--- config.mk ---
export PLATFORM = sky130hd
export DESIGN_NAME = inst_fetch_buffer
export DESIGN_NICKNAME = d
export VERILOG_FILES = /design/src/rtl/inst_fetch_buffer.sv
export SDC_FILE = /design/constraint.sdc
export NUM_CORES = 1
export LEC_CHECK = 0
export BUFFER_PORTS_ARGS = -buffer_cell sky130_fd_sc_hd__buf_2
export CAP_MARGIN = 15
export CORE_UTILIZATION = 55
export DETAILED_ROUTE_END_ITERATION = 10
export GPL_ROUTABILITY_DRIVEN = 1
export PLACE_DENSITY_LB_ADDON = 0.12
export SYNTH_ARGS = -nofsm -noshare
export SYNTH_HDL_FRONTEND = slang
export SYNTH_SLANG_ARGS = --single-unit
--- constraint.sdc ---
create_clock -name clk -period 3.4 [get_ports clk]
set_input_delay 0.68 -clock clk [delete_from_list [all_inputs] [get_ports clk]]
set_output_delay 0.68 -clock clk [all_outputs]
set_load 0.01 [all_outputs]
--- src/rtl/inst_fetch_buffer.sv ---
// inst_fetch_buffer: first-word-fall-through queue of {pc, inst} pairs that
// decouples instruction fetch (IF) from decode (ID).
// - Requests an IF stall when full; drops all entries on a taken jump.
// - Optional statistics counters are built when INST_BUF_STATS_EN is defined;
//   otherwise the stats ports read as zero.
module inst_fetch_buffer #(
  parameter int DEPTH  = 4,
  parameter int ADDR_W = 32,
  parameter int DATA_W = 32
) (
  input  logic              clk,
  input  logic              rst,
  input  logic [5:0]        stall,
  input  logic              flush_i,
  input  logic              if_valid_i,
  input  logic [ADDR_W-1:0] if_pc_i,
  input  logic [DATA_W-1:0] if_inst_i,
  output logic              stallreq_o,
  output logic              id_valid_o,
  output logic [ADDR_W-1:0] id_pc_o,
  output logic [DATA_W-1:0] id_inst_o,
  output logic [15:0]       flush_cnt_o,
  output logic [15:0]       full_cyc_cnt_o
);

  localparam int PTR_W = $clog2(DEPTH);
  localparam logic [PTR_W:0] FULL_CNT = (PTR_W+1)'(DEPTH);

  logic [PTR_W-1:0]  wr_ptr;
  logic [PTR_W-1:0]  rd_ptr;
  logic [PTR_W:0]    count;
  logic              push;
  logic              pop;
  logic [ADDR_W-1:0] pc_mem   [DEPTH];
  logic [DATA_W-1:0] inst_mem [DEPTH];

  // Only stall[1] (hold ID) matters here; the other ctrl bits are ignored.
  logic unused_stall;
  assign unused_stall = ^{stall[5:2], stall[0]};

  // Status is decoded from registered state only, so stallreq_o has no
  // combinational path back from stall or if_valid_i.
  assign id_valid_o = (count != '0);
  assign stallreq_o = (count == FULL_CNT);

  // A flush cancels both sides; a full queue drops the incoming word even
  // when a pop frees a slot in the same cycle.
  assign push = if_valid_i & ~stallreq_o & ~flush_i;
  assign pop  = id_valid_o & ~stall[1] & ~flush_i;

  // Head entry falls through; an empty queue presents a NOP at pc 0.
  assign id_pc_o   = id_valid_o ? pc_mem[rd_ptr]   : '0;
  assign id_inst_o = id_valid_o ? inst_mem[rd_ptr] : '0;

  // Storage array: data only, no reset needed.
  always_ff @(posedge clk) begin
    if (push) begin
      pc_mem[wr_ptr]   <= if_pc_i;
      inst_mem[wr_ptr] <= if_inst_i;
    end
  end

  // Queue control: pointers wrap modulo DEPTH, count tracks occupancy.
  always_ff @(posedge clk or posedge rst) begin
    if (rst) begin
      wr_ptr <= '0;
      rd_ptr <= '0;
      count  <= '0;
    end else if (flush_i) begin
      wr_ptr <= '0;
      rd_ptr <= '0;
      count  <= '0;
    end else begin
      if (push) wr_ptr <= wr_ptr + 1'b1;
      if (pop)  rd_ptr <= rd_ptr + 1'b1;
      case ({push, pop})
        2'b10:   count <= count + 1'b1;
        2'b01:   count <= count - 1'b1;
        default: count <= count;
      endcase
    end
  end

`ifdef INST_BUF_STATS_EN
  logic [15:0] flush_cnt;
  logic [15:0] full_cyc_cnt;

  function automatic logic [15:0] sat_inc16(input logic [15:0] v);
    return (v == 16'hFFFF) ? v : v + 16'd1;
  endfunction

  // Statistics: non-empty flushes and full cycles, both saturating.
  always_ff @(posedge clk or posedge rst) begin
    if (rst) begin
      flush_cnt    <= '0;
      full_cyc_cnt <= '0;
    end else begin
      if (flush_i && id_valid_o) flush_cnt <= sat_inc16(flush_cnt);
      if (stallreq_o)            full_cyc_cnt <= sat_inc16(full_cyc_cnt);
    end
  end

  assign flush_cnt_o    = flush_cnt;
  assign full_cyc_cnt_o = full_cyc_cnt;
`else
  assign flush_cnt_o    = 16'h0;
  assign full_cyc_cnt_o = 16'h0;
`endif

endmodule
# == Word level (Yosys, flattened, before mapping) ==
# Memory sizes are Yosys's and may differ from the RTL's.
# Cells that the tools add are included.
# classes
eq_ne,3
add_sub_neg,4
muxes,10
n_lt_le_gt_ge,0
n_mul,0
bitwise_logic,7
shift,0
n_reduce_logical,4
div_mod_pow,0
# ops
cell,n
32-bit 2-to-1 mux,2
2-bit 2-to-1 mux,4
3-bit case mux with 2 select lines,1
3-bit nonzero test,2
2-bit by 1-bit adder with 2-bit output (second input constant),2
1-bit bitwise AND,4
2-bit nonzero test,2
3-bit by 1-bit adder with 3-bit output (second input constant),1
3-bit == test (second input constant),1
3-bit 2-to-1 mux,1
1-bit NOT,3
3-bit by 1-bit subtractor with 3-bit output (second input constant),1
2-bit by 1-bit == test with 1-bit output (second input constant),1
2-bit == test (second input constant),1
1-bit 2-to-1 mux,2
# totals
register_bits,7
ram_bits,256
input_bits,74
n_memories,2
latchBits,0
out_inout_bits,98
rom_bits,0
# mem_list
memory,words,word_bits,rd,rd_ports_with_merged_regs,wr,line_no,text
inst_mem,4,32,1,0,1,35,logic [DATA_W-1:0] inst_mem [DEPTH];
pc_mem,4,32,1,0,1,34,logic [ADDR_W-1:0] pc_mem [DEPTH];

# == Longest topological paths before layout ==
# depth
word_depth,7
ltp_mapped,7
ltp_nobuf,6

# == Worst setup path before layout ==
# OpenSTA, ideal clock, no wires.
# synth_timing
path_kind,input-to-reg
start,input port if_valid_i
end,"memory inst_mem[0][0], enable pin"
setup_slack_ps,132
stages,4
path_buffers,1
required_ps,2971
arrival_time_ps,2839
cell_sequence,clkbuf_1 a21bo_2 nor2_1 and2_1
# synth_via
elab_chain_cells,4
# synth_lines
item,line_no,text
from (decl),15,"input logic if_valid_i,"
1-bit bitwise AND (2 in series),48,assign push = if_valid_i & ~stallreq_o & ~flush_i;
1-bit 2-to-1 mux,57,if (push) begin
1-bit 2-to-1 mux (not written as such),59,inst_mem[wr_ptr] <= if_inst_i;
to (decl),35,
# No other way between the ends.

# == Final worst setup path ==
# layout_timing
start,register rd_ptr[0]
end,output port id_inst_o[5]
# layout_via
elab_chain_cells,2
# layout_lines
item,line_no,text
from (decl),30,logic [PTR_W-1:0] rd_ptr;
from (signal assigned),75,if (pop) rd_ptr <= rd_ptr + 1'b1;
memory read 4 x 32 bit,-,
32-bit 2-to-1 mux,53,assign id_inst_o = id_valid_o ? inst_mem[rd_ptr] : '0;
to (decl),21,"output logic [DATA_W-1:0] id_inst_o,"
# No other way between the ends.

==> flow_summary.ini <==
[yosys]
synthDistinctLibCells = 34
synth_area_sq_um = 10500
synthCells = 503
yosys.area.top_type = edfxtp_1
synth_top_cell_area_share = 0.734
ys_ff_latch = 263
synth.avg_cell_area_sq_um = 20.8
yosys_warnings = 0
synth_area_leaders = edfxtp_1 73%, mux4_2 14%, and2_1 4.1%
async_flop_share = 0.0266
synth_edf_count = 256
ys_seq_area_frac = 0.750
synthFlopType = edfxtp_1

[pwr]
peakVddDrop_mv = 0.458
cellPowerDensity_nw_per_um2 = 581
p_clk_frac = 0.361
switching_power_uw = 1550
p_sw_frac = 0.221
combPwrFrac = 0.107
power_frac_seq = 0.532
internal_power_uw = 5470
leakage_uw = 0.00427

[setup_path]
end_kind = output pin
worstPathMaxFanout = 29
worstPathRequired_ps = 2720
crit_buf_inv = 2
critPathTopFamily = flip-flops
crit_slowest_cell = dfrtp_4
critPathMaxStageDelay_ps = 820
worstSetupPathType = flop to output pin
start_kind = flop
crit_arrival_ps = 2500
crit_chain = buf_12 > mux4_2 > and2_1 > buf_2

[timing]
final.setup_skew_ps = 4.37
period_minus_slack_ps = 3180
slew_viol_final = 0
slew_headroom = 0.596
fin_crit_sh = 0.934
max_clock_freq_mhz = 315
hold_viol_final = 0
fin_tns_setup_ps = 0
rsz0062_at_grt = no
setup_ws_ps = 224
worstMarginPinSlew_ps = 606
setup_violations = 0

[routing]
route.detailed.drc = 0
dr.first_iter.drc_count = 253
viasPerCell = 5.53
wl_per_cell_microns = 20.1
ant_nets = 0
routed_wl_microns = 18100
vias = 5001
dr.pass1.iters = 4

[global_route]
antenna_found_initial = 2
grt_pass1_wl_microns = 28700
grt_pass1_vias = 5345
grt_start_max_net_pins = 31
grt_remaining_overflow = 0
grt_use_total = 0.195

[placement]
gp_congestion = 0.742
place_ws_ps = 705
io_buffers = 134
hpwlAfterDp_microns = 11000

[clocking]
postCtsResizedCells = 0
cts_hold_buf = 0
clock_latency_ps = 520
cts-root-buf = clkbuf_16
cts_tree = done
path_clk_slew_ps = 60
h-tree-depth = 1
post-cts-setup-buffers = 0
cts_buffer_depth = 3
clock_sinks = 263
numCtsBuffers = 26

[die]
rows = 50
ios = 172
floorplan.initialDensity = 0.560
die_area_sq_um = 19600
fp.dieW_microns = 140
fp.dieH_microns = 140
coreArea_sq_um = 18700

[cells_and_area]
fillers = 1285
area_delta_synth_final_pct = 15.4
final_core_util = 0.647
nNetsFinal = 731
final_layout_size_suffix_gt1_frac = 0.376

[run_status]
status = finished clean

[hold_path]
min_path_type = primary input to asynchronous set/reset pin

[job]
drv_cap = 0
cell type report:
class | instances | area (sq um) | area share
antenna | 1 | 2.50 | 0.000207
clock buffer | 33 | 698 | 0.0577
multi-input combinational | 205 | 2290 | 0.189
inverter | 8 | 30.0 | 0.00248
clock inverter | 13 | 53.8 | 0.00445
tap | 234 | 293 | 0.0242
timing repair buffer | 148 | 863 | 0.0714
sequential | 263 | 7870 | 0.650
cells by family after synthesis:
family	share of synthesized area
xor gates and xnor gates	0.00167
other	0.000358
adders and majority gates	0.00669
muxes	0.138
and+or+nand+nor	0.0494
buffers and inverters	0.0435
AOI/OAI and AO/OA	0.00967
DFF	0.750
layer usage:
metal / up-vias / track usage / part of all wire
li1: 2235 / - / -
met1: 2550 / 0.248 / 0.41
met2: 180 / 0.336 / 0.51
met3: 34 / 0.0448 / 0.064
met4: 2 / 0.0596 / 0.022
met5: - / 0 / 0.00072
state kept, by name, summed over array words and instances, names as in the netlist:
register / count
wr_ptr: 2
pc_mem: 128
count: 3
rd_ptr: 2
inst_mem: 128
cells in the mapped netlist, types with 2 or more instances:
master     number
edfxtp_1      256
inv_1           8
o2111ai_1       2
a211oi_1        2
buf_4          33
nand2b_1        2
nor2_1          7
buf_12          4
a21oi_1         3
nand2_1         4
mux4_2         64
ha_1            4
dfrtp_1         7
and2_1         69
clkbuf_1       11
buf_2           9
path summary, 6_finish.rpt:
kind                                       start                 endpoint  slack [ps]  depth (start not counted)
max in group asynchronous                    rst    rd_ptr[1]$_DFFE_PP0P_        3090                          2
min in group clk                     if_pc_i[29]  pc_mem[0][29]$_DFFE_PP_         380                          1
setup / recovery           rd_ptr[0]$_DFFE_PP0P_             id_inst_o[5]         220                          4
setup reg to reg            count[0]$_DFFE_PP0P_  pc_mem[0][12]$_DFFE_PP_        1140                          5
hold reg to reg            wr_ptr[1]$_DFFE_PP0P_    wr_ptr[1]$_DFFE_PP0P_         620                          2
hold / removal                               rst     count[2]$_DFFE_PP0P_          80                          2
power groups by stage:
stage	Combinational, uW	Sequential [uW]	Clock (uW)
floorplan	537	3770	0
global placement	751	3800	0
detailed placement	770	3810	0
CTS	773	3740	2590
global route	824	3750	2720
finish	753	3730	2540
stage by stage:
step           power (uW)  cells  cell area [sq um]  hold slack (ps)
2_1_floorplan        4310    534              10600              483
3_3_place_gp         4550    858              11300              559
3_5_place_dp         4580    858              11300              616
4_1_cts              7100    904              12100             76.1
5_1_grt              7290    904              12100             86.2
6_report             7020    905              12100             79.2
worst register-to-register path, stage by stage (launching register included):
cell and delay, ps:
dfrtp_1 520, nor2_1 120, a21bo_2 280, nor2_1 230, and2_4 480, buf_12 310
cell usage in the layout (no fill, tap or decap), drive strengths merged:
cell / instances
a21bo: 1
nand3: 1
a211oi: 2
xnor2: 1
a221oi: 1
a21oi: 3
a22oi: 1
edfxtp: 256
and2: 69
xor2: 1
nor2: 7
clkinv: 13
a21o: 1
a2111oi: 1
nor3: 2
o22ai: 1
inv: 8
ha: 4
o21ai: 1
diode: 1
o2111ai: 2
or3: 1
buf: 148
nor2b: 1
nand2b: 2
nand2: 4
clkbuf: 33
dfrtp: 7
fa: 1
conb: 32
mux2i: 1
mux4: 64
(Power assumes the default switching activity.)
